$ cat src/rtl/dlfloat_pkg.sv
// Shared DLFloat16 layout (1 sign, 6 exponent bias 31, 9 fraction), flag indices and field helpers.
// Used by the divider today and intended for the multiplier as well.
package dlfloat_pkg;
  localparam int EXP_W    = 6;
  localparam int FRAC_W   = 9;
  localparam int BIAS     = 31;
  localparam int FLT_W    = 1 + EXP_W + FRAC_W;
  localparam int SIG_W    = FRAC_W + 1;
  localparam int QUO_W    = FRAC_W + 3;
  localparam int E_CALC_W = EXP_W + 3;

  // Inf/NaN share one encoding: all-ones exponent and fraction.
  localparam logic [FLT_W-2:0] SPECIAL_MAG = '1;

  localparam int FLAG_INVALID   = 3;
  localparam int FLAG_DIV_ZERO  = 2;
  localparam int FLAG_OVERFLOW  = 1;
  localparam int FLAG_UNDERFLOW = 0;

  typedef enum logic [1:0] {ST_IDLE, ST_DIVIDE, ST_ROUND, ST_DONE} div_state_t;

  function automatic logic f_sign(input logic [FLT_W-1:0] x);
    return x[FLT_W-1];
  endfunction

  function automatic logic [EXP_W-1:0] f_exp(input logic [FLT_W-1:0] x);
    return x[FLT_W-2 -: EXP_W];
  endfunction

  function automatic logic [FRAC_W-1:0] f_frac(input logic [FLT_W-1:0] x);
    return x[FRAC_W-1:0];
  endfunction

  function automatic logic [SIG_W-1:0] f_sig(input logic [FLT_W-1:0] x);
    return {1'b1, f_frac(x)};
  endfunction

  function automatic logic signed [E_CALC_W-1:0] f_exp_ext(input logic [FLT_W-1:0] x);
    return $signed({{(E_CALC_W-EXP_W){1'b0}}, f_exp(x)});
  endfunction

  function automatic logic f_is_zero(input logic [FLT_W-1:0] x);
    return f_exp(x) == '0;
  endfunction

  function automatic logic f_is_special(input logic [FLT_W-1:0] x);
    return x[FLT_W-2:0] == SPECIAL_MAG;
  endfunction
endpackage

$ cat src/rtl/dlfloat_round_pack.sv
// Normalizes a 12-bit quotient, rounds to nearest-even and packs a DLFloat16 with range checks.
module dlfloat_round_pack
  import dlfloat_pkg::*;
(
  input  logic                       sign,
  input  logic signed [E_CALC_W-1:0] exp_in,
  input  logic [QUO_W-1:0]           q,
  input  logic                       rem_nz,
  output logic [FLT_W-1:0]           quot,
  output logic                       overflow,
  output logic                       underflow
);
  localparam logic signed [E_CALC_W-1:0] E_TOP = E_CALC_W'((1 << EXP_W) - 1);

  // Rounds only the stored fraction; a carry out means the significand reached 2.0.
  function automatic logic [FRAC_W:0] round_rne(input logic [FRAC_W-1:0] frac,
                                                input logic rnd, input logic sticky);
    return {1'b0, frac} + {{FRAC_W{1'b0}}, rnd & (sticky | frac[0])};
  endfunction

  logic [FRAC_W-1:0]           frac;
  logic                        rnd;
  logic                        sticky;
  logic signed [E_CALC_W-1:0]  e_n;
  logic signed [E_CALC_W-1:0]  e_r;
  logic [FRAC_W:0]             rsum;

  always_comb begin
    frac      = q[QUO_W-2:2];
    rnd       = q[1];
    sticky    = q[0] | rem_nz;
    e_n       = exp_in;
    if (!q[QUO_W-1]) begin
      frac   = q[QUO_W-3:1];
      rnd    = q[0];
      sticky = rem_nz;
      e_n    = exp_in - E_CALC_W'(1);
    end
    rsum      = round_rne(frac, rnd, sticky);
    e_r       = rsum[FRAC_W] ? e_n + E_CALC_W'(1) : e_n;
    quot      = {sign, e_r[EXP_W-1:0], rsum[FRAC_W-1:0]};
    overflow  = 1'b0;
    underflow = 1'b0;
    if (!e_r[E_CALC_W-1] && (e_r >= E_TOP)) begin
      quot     = {sign, SPECIAL_MAG};
      overflow = 1'b1;
    end else if (e_r[E_CALC_W-1] || (e_r == '0)) begin
      quot      = {sign, {(FLT_W-1){1'b0}}};
      underflow = 1'b1;
    end
  end
endmodule

$ cat src/rtl/dlfloat_div.sv
// Sequential DLFloat16 divider: restoring division, one quotient bit per cycle, fixed latency
// of 13 cycles from accept to out_valid, one operation in flight.
module dlfloat_div
  import dlfloat_pkg::*;
(
  input  logic             clk,
  input  logic             rst_n,
  input  logic             in_valid,
  output logic             in_ready,
  input  logic [FLT_W-1:0] flp_a,
  input  logic [FLT_W-1:0] flp_b,
  output logic             out_valid,
  input  logic             out_ready,
  output logic [FLT_W-1:0] quot,
  output logic [3:0]       flags
);
  div_state_t                 state, state_nxt;
  logic [3:0]                 cnt;
  logic [FLT_W-1:0]           a_q, b_q;
  logic [SIG_W:0]             rem;
  logic [SIG_W:0]             rem_sub;
  logic                       rem_ge;
  logic [QUO_W-1:0]           q_acc;
  logic                       accept;
  logic                       sign;
  logic signed [E_CALC_W-1:0] e_raw;
  logic [FLT_W-1:0]           rp_quot;
  logic                       rp_ovf, rp_unf;
  logic [FLT_W-1:0]           res_quot;
  logic [3:0]                 res_flags;

  assign in_ready  = (state == ST_IDLE) & rst_n;
  assign out_valid = (state == ST_DONE);
  assign accept    = in_valid & in_ready;

  assign sign    = f_sign(a_q) ^ f_sign(b_q);
  assign e_raw   = f_exp_ext(a_q) - f_exp_ext(b_q) + E_CALC_W'(BIAS);
  assign rem_ge  = rem >= {1'b0, f_sig(b_q)};
  assign rem_sub = rem_ge ? rem - {1'b0, f_sig(b_q)} : rem;

  always_comb begin
    state_nxt = state;
    case (state)
      ST_IDLE:   if (in_valid) state_nxt = ST_DIVIDE;
      ST_DIVIDE: if (cnt == 4'(QUO_W-1)) state_nxt = ST_ROUND;
      ST_ROUND:  state_nxt = ST_DONE;
      ST_DONE:   if (out_ready) state_nxt = ST_IDLE;
      default:   state_nxt = ST_IDLE;
    endcase
  end

  always_ff @(posedge clk or negedge rst_n) begin
    if (!rst_n) begin
      state <= ST_IDLE;
      cnt   <= '0;
      quot  <= '0;
      flags <= '0;
    end else begin
      state <= state_nxt;
      cnt   <= (state == ST_DIVIDE) ? cnt + 4'd1 : 4'd0;
      if (state == ST_ROUND) begin
        quot  <= res_quot;
        flags <= res_flags;
      end
    end
  end

  // Divide datapath: operands captured on accept, one restoring step per DIVIDE cycle.
  always_ff @(posedge clk) begin
    if (accept) begin
      a_q   <= flp_a;
      b_q   <= flp_b;
      rem   <= {1'b0, f_sig(flp_a)};
      q_acc <= '0;
    end else if (state == ST_DIVIDE) begin
      rem   <= rem_sub << 1;
      q_acc <= {q_acc[QUO_W-2:0], rem_ge};
    end
  end

  dlfloat_round_pack u_round_pack (
    .sign      (sign),
    .exp_in    (e_raw),
    .q         (q_acc),
    .rem_nz    (|rem),
    .quot      (rp_quot),
    .overflow  (rp_ovf),
    .underflow (rp_unf)
  );

  // Special operands override the arithmetic result but share its timing.
  always_comb begin
    res_quot                  = rp_quot;
    res_flags                 = '0;
    res_flags[FLAG_OVERFLOW]  = rp_ovf;
    res_flags[FLAG_UNDERFLOW] = rp_unf;
    if ((f_is_zero(a_q) && f_is_zero(b_q)) || f_is_special(a_q) || f_is_special(b_q)) begin
      res_quot                = {1'b0, SPECIAL_MAG};
      res_flags               = '0;
      res_flags[FLAG_INVALID] = 1'b1;
    end else if (f_is_zero(b_q)) begin
      res_quot                 = {sign, SPECIAL_MAG};
      res_flags                = '0;
      res_flags[FLAG_DIV_ZERO] = 1'b1;
    end else if (f_is_zero(a_q)) begin
      res_quot  = {sign, {(FLT_W-1){1'b0}}};
      res_flags = '0;
    end
  end
endmodule

$ cat config.mk
export PLATFORM = sky130hd
export DESIGN_NAME = dlfloat_div
export DESIGN_NICKNAME = d
export VERILOG_FILES = /design/src/rtl/dlfloat_pkg.sv /design/src/rtl/dlfloat_round_pack.sv /design/src/rtl/dlfloat_div.sv
export SDC_FILE = /design/constraint.sdc
export NUM_CORES = 1
export LEC_CHECK = 0
export ABC_AREA = 1
export ABC_CLOCK_PERIOD_IN_PS = 9600
export BUFFER_PORTS_ARGS = -buffer_cell sky130_fd_sc_hd__buf_2
export CAP_MARGIN = 20
export CORE_MARGIN = 2
export CORE_UTILIZATION = 64
export CTS_CLUSTER_SIZE = 12
export DETAILED_ROUTE_END_ITERATION = 7
export PLACE_DENSITY = 0.86
export SLEW_MARGIN = 25
export SYNTH_ARGS = -nofsm -noshare
export SYNTH_HDL_FRONTEND = slang
export SYNTH_SLANG_ARGS = --single-unit
export TNS_END_PERCENT = 50
$ cat constraint.sdc
create_clock -name clk -period 9.6 [get_ports clk]
set_clock_uncertainty 0.05 [all_clocks]
set_input_delay 0.48 -clock clk [delete_from_list [all_inputs] [get_ports clk]]
set_output_delay 0.48 -clock clk [all_outputs]
set_load 0.05 [all_outputs]
# Word level (Yosys, flattened, before mapping)
# Index checks and enable logic that the tools add are counted.
# op_classes
addsub,7
mul,0
n_div,0
order_cmp,2
n_eq_ne,9
shift,0
muxes,24
bitwise_logic,6
reduce_logical,13
# op_table
operator,count
$mux 15,4
$mux 9,5
$eq 15x15->1 const B,2
$mux 16,1
$logic_not 6->1,2
$ge 11x10->1,1
$reduce_or 11->1,1
$add 9x1->10,1
$mux 10,1
$sub 10x10->10,1
$add 9x2->9 const B,1
$ge 9x7->1 const B,1
$logic_not 9->1,1
$sub 8x2->9 const B,1
$add 7x6->8 const B,1
$mux 2,4
$mux 4,2
$pmux 2 s4,1
$sub 6x6->7,1
$mux 1,5
$add 4x1->4 const B,1
$eq 2x2->1 const B,2
$eq 4x4->1 const B,1
$ne 2x2->1 const B,2
12 further kinds,18
# totals
regBits,81
latchBits,0
mem_bits_rw,0
rom_bits,0
input_bits,36
out_inout_bits,22
memories,0

# Logic depth before layout (Yosys ltp)
# Gate-level depths: netlist of run 1.
# logic_depth
word_depth,14
mapped_depth,25
mapped_depth_nobuf,24

# Cells and area by module
# A second synthesis of run 1 with hierarchy kept.
# unflattened
hier_cells,740
hier_area_um2,5680.4
# modules_own_cells
mod,instances,cells_per_inst,area_per_inst_um2,seq_area_each_um2
dlfloat_div,1,494,4326.6,2162.1
dlfloat_round_pack,1,246,1353.8,0.0

# Least setup slack after synthesis of run 1
# No wires, ideal clock.
# synth_path
kind,reg-to-reg
start,reg a_q[9]
end,reg quot[1]
setup_ns,0.120
arrival_time_ns,2.979
required_ns,9.430
slack_ns,6.452
stages_incl_launch_ff,23
period_less_slack_ns,3.148
path_cell_list,edfxtp_1 -> inv_1 -> ha_1 -> inv_1 -> fa_1 -> inv_1 -> ha_1 -> inv_1 -> nor2_1 -> nor2_1 -> inv_1 -> ha_1 -> o21ai_1 -> nand3_1 -> nor2_1 -> nand2_1 -> nor2_1 -> nand3_2 -> buf_6 -> nand3_1 -> nand2_1 -> nand2_1 -> nand2_1
# synth_between
elab_chain_cells,13
# synth_rtl
item,line_no,source
start: declaration,dlfloat_div.sv:19,"logic [FLT_W-1:0] a_q, b_q;"
start signal: assignment,dlfloat_div.sv:71,a_q <= flp_a;
branches (longest 12 deep; another with $sub 8x2->9),-,
$mux 16 *,dlfloat_div.sv:97,if ((f_is_zero(a_q) && f_is_zero(b_q)) || f_is_special(a_q) || f_is_special(b_q)) begin
end signal: assignment,dlfloat_div.sv:62,quot <= res_quot;
end: declaration,dlfloat_div.sv:14,"output logic [FLT_W-1:0] quot,"
# Every way passes the cells marked *.
# A chain may end at the register's enable or synchronous reset.

# Worst setup path in the final report of run 1
# Same ends and word-level chain as after synthesis.

==> impl_metrics.env, run 1 <==
export IMPL_status="finished, final reports clean"
export IMPL_synth_nets=700
export IMPL_crit_buf_inv=5
export IMPL_grt_use_total_pct=27.5
export IMPL_grt_pass1_vias=4286
export IMPL_dr_pass1_iters=5
export IMPL_end_kind="flop"
export IMPL_gr_total_overflow=0
export IMPL_switchingPower_uw=822
export IMPL_die_area_sq_um=8500
export IMPL_p_comb_share_pct=50.9
export IMPL_wl_met3_microns=512
export IMPL_grt_pass1_wl_microns=18600
export IMPL_io_pins=58
export IMPL_setup_viol=0
export IMPL_routed_top_layer="met4"
export IMPL_clockBufferDepth=2
export IMPL_multi_input_area_sq_um=2400
export IMPL_grt_max_degree=51
export IMPL_synth_common_cells="nand2_1 (180), inv_1 (86), nand3_1 (47)"
export IMPL_path_delay_family="adder cells"
export IMPL_p_leak_nw=2.76
export IMPL_postCtsSetupBuffers=0
export IMPL_n_fill_cell=590
export IMPL_crit_slowest_cell="fa_1"
export IMPL_ant_nets=0
export IMPL_ys_types=39
export IMPL_cap_violations=0
export IMPL_dpl_cell_count=784
export IMPL_drc=0
export IMPL_cp_depth=21
export IMPL_cts_root_buffer="clkbuf_8"
export IMPL_crit_chain="inv_1 > ha_1 > inv_1 > fa_1 > inv_1 > ha_1 > inv_1 > nor2_1 > nor2_1 > inv_1 > ha_1 > o21ai_1 > nand3_1 > nor2_1 > nand2_1 > nor2_1 > nand3_2 > nand3_1 > nand2_1 > nand2_1 > nand2_1"
export IMPL_synth_area_leader_cell="edfxtp_1"
export IMPL_seqCellArea_sq_um=2160
export IMPL_die_x_microns=92.2
export IMPL_finalSetupTns_ns=0
export IMPL_seq_area_frac_synth_pct=43.4
export IMPL_clk_pin_slew_ns=0.09
export IMPL_syn_area_per_cell_sq_um=7.82
export IMPL_initial_core_util_pct=65.1
export IMPL_yosysMostFrequentCell="nand2_1"
export IMPL_cts_buffers=9
export IMPL_slew_headroom_pct=52.7
export IMPL_dr_first_iter_drc_count=243
export IMPL_p_per_area_nw_per_um2=305
export IMPL_vias=4354
export IMPL_wire_per_inst_microns=13.4
export IMPL_path_common_cell="inv_1"
export IMPL_post_route_min_period_ns=3.49
export IMPL_cts_resized=0
export IMPL_worstPathRequired_ns=9.81
export IMPL_die_h_microns=92.2
export IMPL_peakVddDrop_uv=181
export IMPL_rsz0062_at_grt="no"
export IMPL_numPortBuffers=57
export IMPL_yosys_top_cells_area="edfxtp_1 (25%), nand2_1 (14%), dfrtp_1 (13%)"
export IMPL_gp_congestion=0.919
export IMPL_cp_start_kind="flop"
export IMPL_layout_drive_gt1_share_pct=15.0
export IMPL_switching_share_pct=48.8
export IMPL_htreeDepth=3
export IMPL_final_cells=800
export IMPL_hold_path_class="in -> async"
export IMPL_crit_arrival_ns=3.70
export IMPL_drt_total_wl_microns=10700
export IMPL_synth_top_area_share_pct=24.7
export IMPL_wl_met2_microns=5470
export IMPL_fin_crit_sh_pct=36.3
export IMPL_synthFlopType="edfxtp_1"
export IMPL_fmax_mhz=287
export IMPL_cp_max_fo=13
export IMPL_dp_final_hpwl_microns=8260
export IMPL_pwr_share_seq_pct=34.5
export IMPL_syn_to_final_growth_pct=10.9
export IMPL_syn_inst=637
export IMPL_fin_nets=756
export IMPL_async_flop_share_pct=32.1
export IMPL_synth_edf_count=41
export IMPL_viasPerCell=5.44
export IMPL_synth_area_sq_um=4980
export IMPL_rows=32
export IMPL_hold_viol=0
export IMPL_slew_violations=0
export IMPL_antenna_cells=0
export IMPL_synth_warnings=0
export IMPL_cpPeakStageDelay_ns=0.48
export IMPL_drt_met1_wl_microns=4490
export IMPL_internal_power_uw=861
export IMPL_worstRegToRegCells=21
export IMPL_ctsHoldBuffers=0
export IMPL_postSynthRegisterBits=81
export IMPL_clkPwrFrac_pct=14.6
export IMPL_antenna_found_initial=0
export IMPL_clock_sinks=81
export IMPL_clk_insertion_delay_late_ns=0.37
export IMPL_core_sq_um=7650
export IMPL_worstMarginPinSlew_ns=0.709
export IMPL_path_class="reg -> reg"
export IMPL_cts_tree="yes"
==> kinds of logic after synthesis <==
group	Yosys count	synth area share (%)
xor+xnor	13	2.29
fa+ha+maj	27	7.08
compound gates	90	10.1
simple gates	321	28.6
flops	81	43.4
buf+inv	105	8.47
==> routing by layer <==
layer	global-route usage, %	vias up
li1	-	2216
met1	32.4	2005
met2	49.1	110
met3	4.44	23
met4	12.4	0
met5	0	-
==> stage by stage <==
stage | utilization (%) | worst slack, ns | hold slack (ns) | cell area (sq um) | total power [mW]
floorplan | - | 6.45 | 0.134 | 4980 | 1.25
global placement | 69.7 | 6.26 | 0.396 | 5330 | 1.40
detailed placement | 69.7 | 6.12 | 0.407 | 5330 | 1.43
CTS | 72.2 | 6.11 | 0.0735 | 5520 | 1.68
finish | 72.2 | 6.11 | 0.0596 | 5520 | 1.68
global route | 72.2 | 5.65 | 0.0970 | 5520 | 1.82
==> final cells by class <==
cell class                      count  share of cell area [%]
Sequential cell                    81                    39.1
Clock buffer                        9                    2.24
Multi-Input combinational cell    451                    43.5
Inverter                           92                    6.25
Tap cell                          102                    2.31
Clock inverter                      7                    1.20
Timing Repair Buffer               58                    5.30
==> final timing paths <==
path                                start  endpoint  slack, ns
worst max-delay path               a_q[9]   quot[1]       6.11
max in group asynchronous           rst_n    cnt[2]       9.04
worst min-delay path                rst_n  quot[11]       0.06
min in group clk                flp_b[13]   b_q[13]       0.23
worst max register to register     a_q[9]   quot[1]       6.11
worst min register to register     cnt[0]    cnt[0]       0.42
==> worst reg2reg max path, stage by stage, from the launching register on <==
cell and delay [ns]:
edfxtp_1 0.42, inv_1 0.08, ha_1 0.13, inv_1 0.06, fa_1 0.48, inv_1 0.08
ha_1 0.31, inv_1 0.05, nor2_1 0.05, nor2_1 0.12, inv_1 0.08, ha_1 0.29
o21ai_1 0.21, nand3_1 0.10, nor2_1 0.10, nand2_1 0.06, nor2_1 0.13, nand3_2 0.25
nand3_1 0.16, nand2_1 0.07, nand2_1 0.06, nand2_1 0.05
==> placed cells by master, fill, tap and decap left out, drive strengths merged, types with 8 or more instances in the layout <==
master	count
xor2	8
nor2	47
o21ai	36
clkbuf	9
ha	25
a22oi	11
nand2	189
inv	98
dfrtp	26
dfxtp	14
nand3	55
a21oi	35
nor3	9
edfxtp	41
buf	58
nand4	9
==> power by group through the flow <==
stage | combinational, mW | clock (mW) | sequential [mW]
finish | 0.856 | 0.246 | 0.581
global route | 0.966 | 0.260 | 0.596
CTS | 0.854 | 0.249 | 0.580
detailed placement | 0.846 | 0 | 0.586
global placement | 0.816 | 0 | 0.581
floorplan | 0.562 | 0 | 0.690
==> registers in the layout, summed over array words and instances, names as in the netlist <==
| signal | flops |
|---|---|
| a_q | 16 |
| b_q | 16 |
| quot | 16 |
| q_acc | 12 |
| rem | 11 |
| cnt | 4 |
| flags | 4 |
| state | 2 |
Power figures use the tool's default switching activity.
==> run 2: changes to the inputs <==
--- a/config.mk
+++ b/config.mk
@@ -5,15 +5,15 @@
 export SDC_FILE = /design/constraint.sdc
 export NUM_CORES = 1
 export LEC_CHECK = 0
-export ABC_AREA = 1
-export ABC_CLOCK_PERIOD_IN_PS = 9600
+export ABC_AREA = 0
+export ABC_CLOCK_PERIOD_IN_PS = 3600
 export BUFFER_PORTS_ARGS = -buffer_cell sky130_fd_sc_hd__buf_2
 export CAP_MARGIN = 20
 export CORE_MARGIN = 2
-export CORE_UTILIZATION = 64
+export CORE_UTILIZATION = 59
 export CTS_CLUSTER_SIZE = 12
 export DETAILED_ROUTE_END_ITERATION = 7
-export PLACE_DENSITY = 0.86
+export PLACE_DENSITY = 0.81
 export SLEW_MARGIN = 25
 export SYNTH_ARGS = -nofsm -noshare
 export SYNTH_HDL_FRONTEND = slang
==> constraint.sdc (replaced) <==
create_clock -name clk -period 3.6 [get_ports clk]
set_clock_uncertainty 0.05 [all_clocks]
set_input_delay 0.18 -clock clk [delete_from_list [all_inputs] [get_ports clk]]
set_output_delay 0.18 -clock clk [all_outputs]
set_load 0.05 [all_outputs]
==> run 2 against run 1 <==
Effect of this change: the run now ends with negative setup slack left; fmax down 10%; global-route usage up 2.2 points; power grew to 3.1 times the previous value; cell area grew 13%; clock power grew to 2.7 times the previous value; combinational power grew to 3.5 times the previous value; synthesized cell count shrank 23%; setup slack got worse by 6.4 ns; sequential share of layout area fell by 4.6 points; non-clock buffer count increased by 77; core utilization is 4.3 points higher; register-to-register slack worse by 6.4 ns; critical path type unchanged; critical endpoint is now quot[8].
==> impl_metrics.env, run 2 <==
export IMPL_cp_start_kind="flop"
export IMPL_syn_inst=490
export IMPL_cp_max_fo=9
export IMPL_grt_pass1_vias=4365
export IMPL_path_class="reg -> reg"
export IMPL_p_per_area_nw_per_um2=844
export IMPL_clk_insertion_delay_late_ns=0.36
export IMPL_grt_pass1_wl_microns=20800
export IMPL_fin_crit_sh_pct=108
export IMPL_crit_arrival_ns=4.05
export IMPL_antenna_found_initial=0
export IMPL_cap_violations=0
export IMPL_fin_nets=682
export IMPL_drc=0
export IMPL_end_kind="flop"
export IMPL_htreeDepth=3
export IMPL_clk_pin_slew_ns=0.08
export IMPL_vias=4362
export IMPL_cts_root_buffer="clkbuf_8"
export IMPL_grt_use_total_pct=29.7
export IMPL_r2r_setup_slack_ns=-0.30
export IMPL_layout_common_cells="buf_2 (57), nor2_1 (53), edfxtp_1 (41), buf_4 (41), inv_1 (38)"
export IMPL_violations="negative setup slack"
export IMPL_final_cells=729
export IMPL_cpPeakStageDelay_ns=0.52
export IMPL_peakVddDrop_uv=474
export IMPL_clock_sinks=81
export IMPL_finalSetupTns_ns=-4.22
export IMPL_ant_nets=0
export IMPL_rsz0062_at_grt="yes"
export IMPL_layout_drive_gt1_share_pct=24.8
export IMPL_dr_pass1_iters=5
export IMPL_wire_per_inst_microns=17.3
export IMPL_crit_start="a_q[9]"
export IMPL_grt_max_degree=28
export IMPL_die_x_microns=95.6
export IMPL_synth_area_sq_um=4950
export IMPL_synth_top_area_share_pct=24.9
export IMPL_die_area_sq_um=9140
export IMPL_worstPathRequired_ns=3.76
export IMPL_setup_viol=17
export IMPL_crit_chain="inv_1 > ha_2 > inv_1 > fa_1 > inv_2 > ha_4 > or3b_4 > nor3_2 > and3_4 > o31ai_2 > xor2_2 > o41ai_4 > o22ai_4 > o21bai_4 > buf_12 > o221ai_1"
export IMPL_fmax_mhz=257
export IMPL_reg_top3="a_q (16), b_q (16), quot (16)"
export IMPL_synth_common_cells="nor2_1 (53), edfxtp_1 (41), inv_1 (39)"
export IMPL_drt_total_wl_microns=12600
export IMPL_p_leak_nw=2.64
export IMPL_syn_area_per_cell_sq_um=10.1
export IMPL_hold_path_class="in -> reg"
export IMPL_synthFlopType="edfxtp_1"
export IMPL_r2r_start="a_q[9]"
export IMPL_ys_types=78
export IMPL_dr_first_iter_drc_count=204
export IMPL_postSynthRegisterBits=81
export IMPL_worstRegToRegCells=16
export IMPL_cts_buffers=9
export IMPL_slew_headroom_pct=59.8
export IMPL_post_route_min_period_ns=3.90
export IMPL_synth_nets=553
export IMPL_slew_violations=0
export IMPL_dpl_cell_count=670
export IMPL_gp_congestion=0.936
export IMPL_numPortBuffers=57
export IMPL_synth_edf_count=41
export IMPL_dp_slack_ns=-0.309
export IMPL_dp_final_hpwl_microns=8630
export IMPL_crit_slowest_cell="fa_1"
export IMPL_placed_area_sq_um=5570
export IMPL_hold_viol=0
export IMPL_r2r_end="quot[8]"
export IMPL_clockBufferDepth=2
export IMPL_syn_to_final_growth_pct=26.3
export IMPL_antenna_cells=0
export IMPL_die_h_microns=95.6
export IMPL_fin_ws_ns=-0.297
export IMPL_yosys_top_cells_area="edfxtp_1 (25%), dfrtp_1 (13%), ha_1 (6.3%)"
export IMPL_viasPerCell=5.98
export IMPL_rows=33
export IMPL_power_mw=5.28
export IMPL_core_sq_um=8180
export IMPL_yosysMostFrequentCell="nor2_1"
export IMPL_worstMarginPinSlew_ns=0.602
export IMPL_io_pins=58
export IMPL_cts_tree="yes"
export IMPL_initial_core_util_pct=60.6
export IMPL_crit_end="quot[8]"
export IMPL_synth_area_leader_cell="edfxtp_1"
export IMPL_mostFrequentLayoutCell="buf_2"
export IMPL_design_area_sq_um=6250
export IMPL_status="finished, violations left"
export IMPL_seq_area_frac_synth_pct=43.7
export IMPL_synth_warnings=0
export IMPL_gr_total_overflow=0
export IMPL_hold_slack_ns=0.212
export IMPL_path_common_cell="inv_1"
export IMPL_async_flop_share_pct=32.1
export IMPL_fin_util_pct=76.5
## run 2: changes by cell type after synthesis, moves of 12 or more
cell	previous run	this run
mux2i_1	0	19
nand3_1	47	7
a21oi_1	34	20
o21ai_0	30	12
inv_1	86	39
nand2_1	180	35
nor2_1	41	53
## run 2: timing repair
| item | CTS | global route |
|---|---|---|
| endpoints found under the hold margin | 58 | 0 |
| hold buffers | 33 | 0 |
| endpoints found under the setup margin | 17 | 17 |
| cloned | 1 | 0 |
| gates resized for setup | 7 | 8 |
| buffers inserted | 7 | 2 |
| pin swaps | 5 | 3 |
## run 2: worst max-delay path, delay by kind of cell (launching register included)
kind,cells,cell delay [ns]
AOI/OAI and AO/OA,5,1.04
DFF,1,0.39
and+or+nand+nor,3,0.77
adders and majority gates,3,0.95
buffers and inverters,4,0.32
xor gates and xnor gates,1,0.21
## run 2: per-layer routing
layer / GRT usage (%) / vias to the layer above / routed length (microns)
met1: 36.1 / 2118 / 5080
li1: - / 2065 / -
met2: 52.9 / 145 / 6610
met5: 0 / - / 0
met3: 4.35 / 34 / 615
met4: 11.5 / 0 / 327
## run 2: how the worst min path moves through the flow
stage,cells after the start,to,from
floorplan,0,cnt[0],rst_n
global placement,1,state[1],rst_n
detailed placement,1,state[0],rst_n
CTS,5,state[1],out_ready
global route,4,state[1],out_ready
finish,5,state[1],out_ready
## run 2: cell type report
cell class                      count  area (sq um)
Clock buffer                        9           124
Clock inverter                      7          70.1
Fill cell                         523          1920
Inverter                           40           150
Multi-Input combinational cell    352          2640
Sequential cell                    81          2160
Tap cell                          105           131
Timing Repair Buffer              135           977
## run 2: kinds of logic after synthesis
kind of cell / count (synthesis) / share of synthesized area (%)
xor gates and xnor gates: 28 / 5.53
and+or+nand+nor: 171 / 17.6
AOI/OAI and AO/OA: 103 / 16.7
muxes: 22 / 4.52
buffers and inverters: 58 / 4.88
DFF: 81 / 43.7
adders and majority gates: 27 / 7.12
## run 2: where the power goes
group          total [mW]  internal (mW)  leakage [nW]  switching (mW)
clock               0.670          0.320        0.0933           0.350
combinational        3.03           1.22          1.73            1.80
sequential           1.58           1.33         0.815           0.255
total                5.28           2.87          2.64            2.41
==> run 3: changes to the inputs <==
--- a/config.mk
+++ b/config.mk
@@ -14,6 +14,7 @@
 export CTS_CLUSTER_SIZE = 12
 export DETAILED_ROUTE_END_ITERATION = 7
 export PLACE_DENSITY = 0.81
+export SKIP_LAST_GASP = 1
 export SLEW_MARGIN = 25
 export SYNTH_ARGS = -nofsm -noshare
 export SYNTH_HDL_FRONTEND = slang
==> run 3 against run 2 <==
Effect of this change: largest cell class unchanged; first-iteration DRC count up 20%; final cell count up 0.41%; clock-buffer cell count unchanged; the flow still finishes with violations (negative setup slack); setup slack worse by 0.059 ns; core utilization is 0.061 points lower; global-route usage shrank 0.051 points; hold slack better by 0.0066 ns; clock power is 0.9% lower; sequential power hardly changed; critical endpoint unchanged; non-clock buffer count rose by 3; cell area about the same.
==> impl_metrics.env, run 3 (synthesized netlist as in run 2, its figures left out) <==
export IMPL_fmax_mhz=253
export IMPL_cts_root_buffer="clkbuf_8"
export IMPL_numPortBuffers=57
export IMPL_die_area_sq_um=9140
export IMPL_fin_crit_sh_pct=110
export IMPL_clk_pin_slew_ns=0.08
export IMPL_antenna_found_initial=0
export IMPL_die_x_microns=95.6
export IMPL_htreeDepth=3
export IMPL_viasPerCell=5.94
export IMPL_finalSetupTns_ns=-4.82
export IMPL_io_pins=58
export IMPL_grt_max_degree=28
export IMPL_cp_max_fo=9
export IMPL_fin_ws_ns=-0.356
export IMPL_layout_drive_gt1_share_pct=24.7
export IMPL_grt_pass1_vias=4360
export IMPL_dr_first_iter_drc_count=244
export IMPL_slew_violations=0
export IMPL_p_per_area_nw_per_um2=845
export IMPL_reg_top3="a_q (16), b_q (16), quot (16)"
export IMPL_cap_violations=0
export IMPL_crit_arrival_ns=4.11
export IMPL_worstMarginPinSlew_ns=0.613
export IMPL_core_sq_um=8180
export IMPL_clock_sinks=81
export IMPL_dp_final_hpwl_microns=8630
export IMPL_path_class="reg -> reg"
export IMPL_cp_start_kind="flop"
export IMPL_p_leak_nw=2.64
export IMPL_antenna_cells=0
export IMPL_clk_insertion_delay_late_ns=0.36
export IMPL_violations="negative setup slack"
export IMPL_ant_nets=0
export IMPL_power_mw=5.28
export IMPL_mostFrequentLayoutCell="buf_2"
export IMPL_fin_nets=685
export IMPL_wire_per_inst_microns=17.3
export IMPL_dpl_cell_count=670
export IMPL_drt_total_wl_microns=12700
export IMPL_gr_total_overflow=0
export IMPL_rows=33
export IMPL_setup_viol=17
export IMPL_post_route_min_period_ns=3.96
export IMPL_hold_path_class="in -> reg"
export IMPL_initial_core_util_pct=60.6
export IMPL_n_fill_cell=521
export IMPL_slew_headroom_pct=59.1
export IMPL_syn_to_final_growth_pct=26.2
export IMPL_drc=0
export IMPL_die_h_microns=95.6
export IMPL_final_cells=732
export IMPL_cts_buffers=9
export IMPL_clockBufferDepth=2
export IMPL_grt_use_total_pct=29.6
export IMPL_hold_viol=0
export IMPL_worstPathRequired_ns=3.75
export IMPL_gp_congestion=0.936
export IMPL_layout_common_cells="buf_2 (57), nor2_1 (53), buf_4 (46)"
export IMPL_vias=4348
export IMPL_rsz0062_at_grt="yes"
export IMPL_status="finished, violations left"
export IMPL_cts_tree="yes"
export IMPL_end_kind="flop"
export IMPL_dr_pass1_iters=5
export IMPL_grt_pass1_wl_microns=20800
export IMPL_peakVddDrop_uv=474
run 3: cell type report:
type | count | area, sq um | area share [%]
multi-input combinational | 352 | 2620 | 41.9
sequential | 81 | 2160 | 34.6
timing repair buffer | 138 | 992 | 15.9
inverter | 40 | 150 | 2.40
tap | 105 | 131 | 2.10
clock buffer | 9 | 124 | 1.98
clock inverter | 7 | 70.1 | 1.12
run 3: report_power, final:
part	total (mW)	internal [mW]	leakage [nW]	switching, mW
clock network	0.664	0.319	0.0933	0.345
registers	1.58	1.33	0.815	0.254
logic	3.04	1.23	1.73	1.80
run 3: stage by stage:
step	hold WS (ns)	worst slack, ns	utilization (%)	instance area [sq um]
after detailed placement	0.165	-0.309	68.2	5570
after CTS	0.210	-0.226	75.8	6190
after floorplan	-0.166	-0.0713	-	4980
final	0.219	-0.356	76.4	6250
after global placement	0.159	-0.187	68.2	5570
after global routing	0.270	-0.491	76.4	6250
run 3: path summary, 6_finish.rpt:
check / end / slack (ns) / startpoint / cells after the start
hold reg to reg: cnt[0] / 0.41 / cnt[0] / 1
max in group asynchronous: flags[3] / 2.78 / rst_n / 2
setup / recovery: quot[8] / -0.36 / a_q[9] / 17
min in group asynchronous: state[0] / 0.31 / rst_n / 2
hold / removal: state[1] / 0.22 / out_ready / 5
setup reg to reg: quot[8] / -0.36 / a_q[9] / 17
run 3: what timing repair did:
action	4_1_cts	5_1_grt
hold buffers	33	0
setup buffers	7	5
pin swaps	2	2
setup endpoints to repair	17	17
hold endpoints to repair	58	0
gates cloned	1	0
gates resized for setup	5	4
run 3: critical path, cell delays in order, from the launching register on:
cell and delay (ns):
edfxtp_1 0.39, inv_1 0.07, ha_2 0.17, inv_1 0.05, fa_1 0.52, inv_2 0.06
ha_4 0.26, or3b_4 0.38, nor3_2 0.17, and3_4 0.21, o31ai_2 0.09, xor2_2 0.21
o41ai_4 0.42, o22ai_4 0.12, buf_4 0.17, o21bai_4 0.18, buf_12 0.14, o221ai_1 0.12
run 3: metal layers:
metal | vias up | part of all wire (%) | GRT usage (%)
met5 | - | 0 | 0
met2 | 147 | 53 | 52.8
met1 | 2107 | 41 | 36.2
li1 | 2068 | - | -
met3 | 26 | 4.4 | 4.27
met4 | 0 | 2.1 | 11.3
